**src/rtl/booth4_iter_mul_if.sv**
```systemverilog
// booth4_iter_mul_if
//   Operand and result handshake bundle for booth4_iter_mul.
//   Operand side : in_valid/in_ready, x (XW, signed), y (YW, signed)
//   Result side  : out_valid/out_ready, p (OUT_W), ovf
//   master: producer of operands and consumer of results (fetch stage / bench).
//   slave : the multiplier.
interface booth4_iter_mul_if #(
  parameter int XW    = 32,
  parameter int YW    = 11,
  parameter int OUT_W = 32
);
  logic             in_valid;
  logic             in_ready;
  logic [XW-1:0]    x;
  logic [YW-1:0]    y;
  logic             out_valid;
  logic             out_ready;
  logic [OUT_W-1:0] p;
  logic             ovf;

  modport master (
    output in_valid, x, y, out_ready,
    input  in_ready, out_valid, p, ovf
  );

  modport slave (
    input  in_valid, x, y, out_ready,
    output in_ready, out_valid, p, ovf
  );
endinterface

```
**src/rtl/booth4_iter_mul.sv**
```systemverilog
// booth4_iter_mul
//   Iterative signed radix-4 Booth multiplier. One Booth digit of y is
//   recoded and accumulated per clock (LSB digit first); the exact product
//   P = x*y (XW+YW bits) is returned as the window P[OUT_LSB+OUT_W-1:OUT_LSB]
//   with an overflow flag for the discarded upper bits.
//
// Ports
//   clk    : rising-edge clock
//   rst_n  : synchronous active-low reset
//   bus    : booth4_iter_mul_if.slave
//              in_valid/in_ready/x/y      operand handshake (accepted in IDLE)
//              out_valid/out_ready/p/ovf  result handshake (held in DONE)
//   busy   : high whenever the block is not idle
//
// Build option
//   BOOTH4_ITER_ROUND_EN : when defined, 2^(OUT_LSB-1) is preloaded into the
//   accumulator so the window rounds half-up instead of truncating.
module booth4_iter_mul #(
  parameter int XW      = 32,
  parameter int YW      = 11,
  parameter int OUT_LSB = 10,
  parameter int OUT_W   = 32
) (
  input  logic               clk,
  input  logic               rst_n,
  booth4_iter_mul_if.slave   bus,
  output logic               busy
);

  localparam int PW  = XW + YW;          // exact product width
  localparam int AW  = PW + 2;           // accumulator width (headroom for 2x and negation)
  localparam int ND  = (YW + 1) / 2;     // number of Booth digits
  localparam int YEW = 2 * ND;           // y sign-extended to whole digits
  localparam int CW  = $clog2(ND + 1);   // digit counter width
  localparam int OHI = OUT_LSB + OUT_W - 1;
  localparam int RSH = (OUT_LSB > 0) ? OUT_LSB - 1 : 0;

`ifdef BOOTH4_ITER_ROUND_EN
  localparam logic [AW-1:0] ACC_INIT = (OUT_LSB > 0) ? (AW'(1) << RSH) : '0;
`else
  localparam logic [AW-1:0] ACC_INIT = '0;
`endif

  typedef enum logic [1:0] {
    IDLE = 2'd0,
    CALC = 2'd1,
    DONE = 2'd2
  } state_t;

  state_t          state_q, state_d;
  logic [AW-1:0]   acc_q;
  logic [AW-1:0]   mcand_q;   // x * 4^k, advanced by two bits each digit
  logic [YEW:0]    yr_q;      // {y sign-extended, y[-1]=0}, shifted two bits per digit
  logic [CW-1:0]   cnt_q;

  logic            accept;
  logic            last_digit;

  // ---------------------------------------------------------------------------
  // FSM: next state and handshake outputs
  // ---------------------------------------------------------------------------
  always_comb begin
    state_d    = state_q;
    accept     = 1'b0;
    last_digit = 1'b0;
    case (state_q)
      IDLE: begin
        if (bus.in_valid) begin
          accept  = 1'b1;
          state_d = CALC;
        end
      end
      CALC: begin
        last_digit = (cnt_q == CW'(ND - 1));
        if (last_digit) state_d = DONE;
      end
      DONE: begin
        if (bus.out_ready) state_d = IDLE;
      end
      default: state_d = IDLE;
    endcase
  end

  assign bus.in_ready  = (state_q == IDLE);
  assign bus.out_valid = (state_q == DONE);
  assign busy          = (state_q != IDLE);

  // ---------------------------------------------------------------------------
  // Booth digit recoding and partial product
  // ---------------------------------------------------------------------------
  logic          b0, b1, b2;
  logic          one, two, neg;
  logic [AW-1:0] pp, addend, acc_sum;

  always_comb begin
    {b2, b1, b0} = yr_q[2:0];
    one    = b0 ^ b1;
    two    = ~one & (b2 ^ b1);
    neg    = b2;
    pp     = '0;
    if (one)      pp = mcand_q;
    else if (two) pp = {mcand_q[AW-2:0], 1'b0};
    // Negation as one's complement plus a carry-in of neg; since pp already
    // carries the 4^k weight, the +1 at bit 0 completes the two's complement.
    // Digit 111 gives ~0 + 1 = 0 modulo 2^AW, as required.
    addend  = neg ? ~pp : pp;
    acc_sum = acc_q + addend + {{(AW-1){1'b0}}, neg};
  end

  // ---------------------------------------------------------------------------
  // State and datapath registers
  // ---------------------------------------------------------------------------
  always_ff @(posedge clk) begin
    if (!rst_n) begin
      state_q <= IDLE;
      acc_q   <= '0;
      mcand_q <= '0;
      yr_q    <= '0;
      cnt_q   <= '0;
    end else begin
      state_q <= state_d;
      if (accept) begin
        acc_q   <= ACC_INIT;
        mcand_q <= AW'(signed'(bus.x));
        yr_q    <= {YEW'(signed'(bus.y)), 1'b0};
        cnt_q   <= '0;
      end else if (state_q == CALC) begin
        acc_q   <= acc_sum;
        mcand_q <= mcand_q << 2;
        yr_q    <= yr_q >> 2;
        cnt_q   <= cnt_q + CW'(1);
      end
    end
  end

  // ---------------------------------------------------------------------------
  // Output window and overflow. acc_q only changes in CALC/accept, so p and
  // ovf are stable throughout DONE; reset clears them to zero.
  // ---------------------------------------------------------------------------
  assign bus.p = acc_q[OHI:OUT_LSB];

  generate
    if (OHI == PW - 1) begin : g_no_ovf
      logic unused_hi;
      assign unused_hi = ^acc_q[AW-1:PW];
      assign bus.ovf   = 1'b0;
    end else begin : g_ovf
      // The accumulator is an exact sign extension of P, so testing the
      // full upper slice is equivalent to testing P[PW-1:OHI].
      logic [AW-1:OHI] top;
      assign top     = acc_q[AW-1:OHI];
      assign bus.ovf = ~((&top) | ~(|top));
    end

    if (OUT_LSB > 0) begin : g_lo
      logic unused_lo;
      assign unused_lo = ^acc_q[OUT_LSB-1:0];
    end
  endgenerate

endmodule

```
**src/flat_wrapper.sv**
```systemverilog
// flat-port wrapper written by rule: the top's interface ports become plain ports
module booth4_iter_mul_flat 
#(
  parameter int XW      = 32,
  parameter int YW      = 11,
  parameter int OUT_LSB = 10,
  parameter int OUT_W   = 32
)
  (clk, rst_n, busy, bus_in_valid, bus_x, bus_y, bus_out_ready, bus_in_ready, bus_out_valid, bus_p, bus_ovf);
  booth4_iter_mul_if #(.XW(XW), .YW(YW), .OUT_W(OUT_W)) bus_i ();
  input  logic clk;
  input  logic rst_n;
  output logic busy;
  input wire logic [$bits(bus_i.in_valid)-1:0] bus_in_valid;
  input wire logic [$bits(bus_i.x)-1:0] bus_x;
  input wire logic [$bits(bus_i.y)-1:0] bus_y;
  input wire logic [$bits(bus_i.out_ready)-1:0] bus_out_ready;
  output wire logic [$bits(bus_i.in_ready)-1:0] bus_in_ready;
  output wire logic [$bits(bus_i.out_valid)-1:0] bus_out_valid;
  output wire logic [$bits(bus_i.p)-1:0] bus_p;
  output wire logic [$bits(bus_i.ovf)-1:0] bus_ovf;
  assign bus_i.in_valid = bus_in_valid;
  assign bus_i.x = bus_x;
  assign bus_i.y = bus_y;
  assign bus_i.out_ready = bus_out_ready;
  assign bus_in_ready = bus_i.in_ready;
  assign bus_out_valid = bus_i.out_valid;
  assign bus_p = bus_i.p;
  assign bus_ovf = bus_i.ovf;
  booth4_iter_mul #(.XW(XW), .YW(YW), .OUT_LSB(OUT_LSB), .OUT_W(OUT_W)) u_core (.clk(clk), .rst_n(rst_n), .bus(bus_i), .busy(busy));
endmodule
```
**config.mk**
```make
export PLATFORM = sky130hd
export DESIGN_NAME = booth4_iter_mul_flat
export DESIGN_NICKNAME = d
export VERILOG_FILES = /design/src/rtl/booth4_iter_mul_if.sv /design/src/rtl/booth4_iter_mul.sv /design/src/flat_wrapper.sv
export SDC_FILE = /design/constraint.sdc
export NUM_CORES = 1
export LEC_CHECK = 0
export ABC_AREA = 0
export CAP_MARGIN = 40
export CORE_ASPECT_RATIO = 1.1
export CORE_MARGIN = 3
export CORE_UTILIZATION = 30
export DETAILED_ROUTE_END_ITERATION = 8
export GPL_ROUTABILITY_DRIVEN = 0
export SLEW_MARGIN = 10
export SYNTH_ARGS = -nofsm -noshare
export SYNTH_HDL_FRONTEND = slang
export SYNTH_SLANG_ARGS = --single-unit
export TNS_END_PERCENT = 50
```
**constraint.sdc**
```tcl
create_clock -name clk -period 11.14 [get_ports clk]
set_input_delay 2.228 -clock clk [delete_from_list [all_inputs] [get_ports clk]]
set_output_delay 2.228 -clock clk [all_outputs]
set_load 0.03 [all_outputs]
```
==> Yosys cells after proc, flatten, opt, wreduce, memory -nomap -nowiden <==
Cells that the tools add are included.
{ "totals": {"latchBits": 0, "n_memories": 0, "romBits": 0, "out_inout_bits": 36, "ff_bits": 108, "inputBits": 47, "wordCells": 44, "mem_bits_rw": 0} }
{ "classes": {"bitwise": 9, "order_cmp": 0, "shifts": 0, "div": 0, "eq_ne": 6, "muxes": 13, "addsub": 3, "multipliers": 0, "n_reduce_logical": 7} }
{ "op_table": {"columns": ["op", "count"], "rows": [
  ["$mux 45", 5],
  ["$add 45x1->45", 1],
  ["$add 45x45->45", 1],
  ["$not 45->45", 1],
  ["$mux 13", 2],
  ["$mux 2", 3],
  ["$pmux 2 s3", 1],
  ["$ne 2x2->1 const B", 2],
  ["$not 1->1", 4],
  ["$reduce_and 4->1", 1],
  ["$reduce_bool 2->1", 2],
  ["$reduce_or 4->1", 1],
  ["$add 3x1->3 const B", 1],
  ["$eq 3x3->1 const B", 1],
  ["$reduce_and 3->1", 1],
  ["$eq 2x1->1 const B", 1],
  ["$eq 2x2->1 const B", 1],
  ["$logic_not 2->1", 1],
  ["$mux 1", 2],
  ["$ne 2x1->1 const B", 1],
  ["$reduce_or 2->1", 1],
  ["$xor 1x1->1", 2],
  ["$and 1x1->1", 1],
  ["$or 1x1->1", 1]
]} }

==> Depth between registers and ports, before layout <==
{ "depth": {"word_depth": 9, "mapped_depth": 20} }

==> Worst setup path after synthesis <==
OpenSTA, ideal clock, no wires.
{ "synth_path": {"path_kind": "flip-flop to flip-flop", "from": "register u_core.yr_q[1]", "to": "register u_core.acc_q[43]", "n_path_buf": 4, "stages_incl_launch_ff": 19, "setup_ns": 0.120, "arrival_time_ns": 3.641, "required_time_ns": 11.020, "setup_slack_ns": 7.379, "cell_sequence": "dfxtp_1 buf_6 clkbuf_1 clkbuf_1 nand2_1 nand2_1 a21oi_1 nor2_1 a221oi_1 ha_1 clkbuf_1 nand4_1 or4_1 a211oi_2 nor2_1 o31a_1 o31ai_2 xnor2_1 o21ai_1"} }
{ "synth_via": {"elab_chain_len": 9, "elab_cells_between_ends": 10} }
{ "synth_lines": {"columns": ["item", "line", "text"], "rows": [
  ["from (decl)", "booth4_iter_mul.sv:53", "logic [YEW:0] yr_q;"],
  ["from (signal assigned)", "booth4_iter_mul.sv:125", "yr_q <= {YEW'(signed'(bus.y)), 1'b0};"],
  ["from (signal assigned)", "booth4_iter_mul.sv:130", "yr_q <= yr_q >> 2;"],
  ["$xor 1x1->1", "booth4_iter_mul.sv:97", "one = b0 ^ b1;"],
  ["$not 1->1", "booth4_iter_mul.sv:98", "two = ~one & (b2 ^ b1);"],
  ["$and 1x1->1", "booth4_iter_mul.sv:98", null],
  ["$mux 45", "booth4_iter_mul.sv:102", "else if (two) pp = {mcand_q[AW-2:0], 1'b0};"],
  ["$mux 45 *", "booth4_iter_mul.sv:101", "if (one) pp = mcand_q;"],
  ["$not 45->45", "booth4_iter_mul.sv:106", "addend = neg ? ~pp : pp;"],
  ["$mux 45 *", "booth4_iter_mul.sv:106", null],
  ["$add 45x45->45 *", "booth4_iter_mul.sv:107", "acc_sum = acc_q + addend + {{(AW-1){1'b0}}, neg};"],
  ["$add 45x1->45 *", "booth4_iter_mul.sv:107", null],
  ["to (signal assigned)", "booth4_iter_mul.sv:128", "acc_q <= acc_sum;"],
  ["to (decl)", "booth4_iter_mul.sv:51", "logic [AW-1:0] acc_q;"]
]} }
Mark *: on every way between the ends. The rest lies on a longest branch, timed or not.
A chain may end at the register's enable or synchronous reset.

==> Final worst setup path <==
{ "layout_path": {"from": "register u_core.yr_q[1]", "to": "register u_core.acc_q[35]"} }
The elaborated chain is that of the path after synthesis.

==> run metrics <==
run status finished, final reports clean; Hold Vio Cnt, Final 0; FF-to-FF Start u_core.yr_q[1]; worst slack, placed 6268 ps; largest net degree at the start of global routing 86; Boundary Pins 83; post-CTS setup buffer count 0; DP HPWL 18,550 um; Initial Util 30.82%; Chip Width 170.4 um; DR iter-0 viols 738; P_leak 3.685 nW; Worst slew margin 48.22%; # clock sinks 107; Cells after Synth 1,221; via count 8,601; Worst Path Required 11,430 ps; vias in the first global route 7,716; Worst Hold Path Cells 2; cts repair resizes 0; RSZ-0062 raised after global routing no; R2R depth 19; register area share after synthesis 24.01%; Final setup viols 0; setup TNS 0 ps; worst reg2reg endpoint u_core.acc_q[35]; nets 1,290; CTS max path bufs 2; Core Rows 65; Clock Tree Root clkbuf_16; Synthesis Warnings 0; Max H-tree Level 3; hold slack 460.4 ps; Crit Path Class reg2reg; measured slew at the worst slew-check pin 776.7 ps; Fillers 3,102; clk slew on worst S/H paths 80 ps; CP Buf/Inv Count 4; CP max stage delay 450 ps; CTS tree built; ANT nets after route 0; area grow syn2layout 12.71%; initial antenna violation count 0; final non-filler cell total 1,568; minimum clock period after layout 4984 ps; cells along the critical path buf_4, buf_12, clkinv_1, nor2_2, buf_4, a21oi_1, o22ai_1, a21oi_1, ha_1, a21oi_1, o21a_1, o21ai_1, a31oi_1, o21ai_0, nor2_1, o31a_1, o21ai_1, and2_1, o31ai_1; insertion delay to the later sink of the worst-skew pair 370 ps; CP max stage cell nor2_2; Inst Count DP 1,552; Critical Path Sink Type flip-flop; global-route wire length before repair 41,700 um; I/O Buffers 82; Die Footprint 31,850 um^2; ys async rst share 0%; Max Cap Viol 0; die height 186.9 um; Worst Hold Class reg2reg; ANT cells 0; r2r setup slk 6160 ps; Pwr Density 102.7 nW/um^2; Final Slew Violations 0; commonest register cell after synthesis dfxtp_1; Critical Path Source u_core.yr_q[1]; 1st-pass router iterations 5; CTS Buf Count 9; Core ar. 28,950 um^2; syn_area_per_cell 7.307 um^2; GR Overflow Total 0; fin crit share 44.74%; instance count on the critical path 19; share of cells above drive strength 1 3.833%; final WL 25,700 um; Critical Path Start Type flip-flop; Vias/cell 5.485; CP delay by family, top compound AO/OA/AOI/OAI gates; Yosys reg bits 107; remaining routing DRC violations 0; Arrival @ worst endpoint 5270 ps; cts hold-fix bufs 0; final clock skew 12.11 ps; cell repeated most along the worst path a21oi_1; maximum vdd ir drop 0.00007942 V; Unique masters post-synth 59; Setup WS post-layout 6156 ps; number of synthesized flops with an enable pin 0; Max Fclk 0.2006 GHz; synthesized cell area 8922 um^2; Worst setup endpoint u_core.acc_q[35]; Post-Syn Nets 1,316; GR Util All Layers 15.91%; Avg WL per Cell 16.39 um; Critical Path Fanout Max 48
cell type report:
type	count	area (um^2)	share of cell area, %
clock buffers	9	225.2	2.240
clock inverters	7	91.34	0.9083
inverters	13	48.80	0.4853
multi-input cells	968	6121	60.87
flip-flops and latches	107	2151	21.39
well taps	368	460.4	4.579
repair buffers	96	958.4	9.531
tightest hold or removal path, cell delays in order (launching register included):
cell	delay (ps)
dfxtp_1	320
nand2_1	50
a21oi_1	50
placed cells by master, fill, tap and decap left out, types with 7 or more instances in the layout:
master / count
buf_4: 12
a22oi_1: 40
dfxtp_1: 104
o21ai_0: 38
a21o_1: 23
nand4_1: 12
a211oi_1: 8
o21a_1: 8
inv_1: 12
maj3_1: 40
a21boi_0: 42
clkdlybuf4s50_1: 82
nand3_1: 27
nor2b_1: 63
xor2_1: 18
nand2_1: 187
nor3_1: 8
nor2_1: 39
and2_1: 7
a221oi_1: 21
xnor2_1: 24
o22ai_1: 39
o31ai_1: 40
ha_1: 47
o211ai_1: 7
a21oi_1: 165
clkbuf_16: 9
per-stage QoR:
| stage | power, mW | util, % | instance area, um^2 |
|---|---|---|---|
| 2_1_floorplan | 0.6111 | - | 8922 |
| 3_3_place_gp | 0.6797 | 33.47 | 9692 |
| 3_5_place_dp | 0.6843 | 33.64 | 9739 |
| 4_1_cts | 1.043 | 34.73 | 10060 |
| 5_1_grt | 1.092 | 34.73 | 10060 |
| 6_report | 1.033 | 34.73 | 10060 |
routing by layer:
metal	vias up	wire length [um]	GRT usage, %
met5	-	0	0
met2	217	10990	23.02
met1	3999	12970	24.41
met4	0	391	4.089
li1	4361	-	-
met3	24	1346	2.452
cells by family after synthesis:
family	count (synthesis)	synth area share, %
AOI/OAI and AO/OA	463	33.14
xor gates and xnor gates	43	4.305
adders and majority gates	88	11.30
buffers and inverters	146	7.615
DFF	107	24.01
muxes	2	0.2384
and+or+nand+nor	372	19.39
power by group:
group	internal [mW]	leakage (nW)	switching (mW)
clock	0.181	0.157	0.175
combinational	0.100	2.65	0.145
sequential	0.401	0.875	0.0291
total	0.683	3.69	0.350
state kept, by name (all words and copies together) (netlist names):
name,flops
u_core.state_q,2
u_core.acc_q,45
u_core.yr_q,12
u_core.cnt_q,3
u_core.mcand_q,45
worst min-delay path by stage:
stage | start | endpoint | slack, ps
floorplan | u_core.acc_q[3] | u_core.acc_q[3] | 440
global placement | u_core.acc_q[6] | u_core.acc_q[6] | 450
detailed placement | u_core.acc_q[8] | u_core.acc_q[8] | 450
CTS | u_core.acc_q[8] | u_core.acc_q[8] | 460
global route | u_core.acc_q[6] | u_core.acc_q[6] | 480
finish | u_core.acc_q[8] | u_core.acc_q[8] | 460
synthesized netlist by cell type (38+ instances only):
cell type / count / share of area (%)
a22oi_1: 40 / 3.4
o22ai_1: 39 / 2.7
dfxtp_1: 107 / 24
ha_1: 47 / 6.6
a21oi_1: 165 / 9.3
o21ai_0: 38 / 2.1
nor2b_1: 64 / 4.5
nand2_1: 187 / 7.9
a21boi_0: 42 / 3.5
nor2_1: 41 / 1.7
o31ai_1: 40 / 3.4
clkbuf_1: 85 / 3.6
maj3_1: 40 / 4.5
No activity file was read; power rests on OpenSTA's default activity.
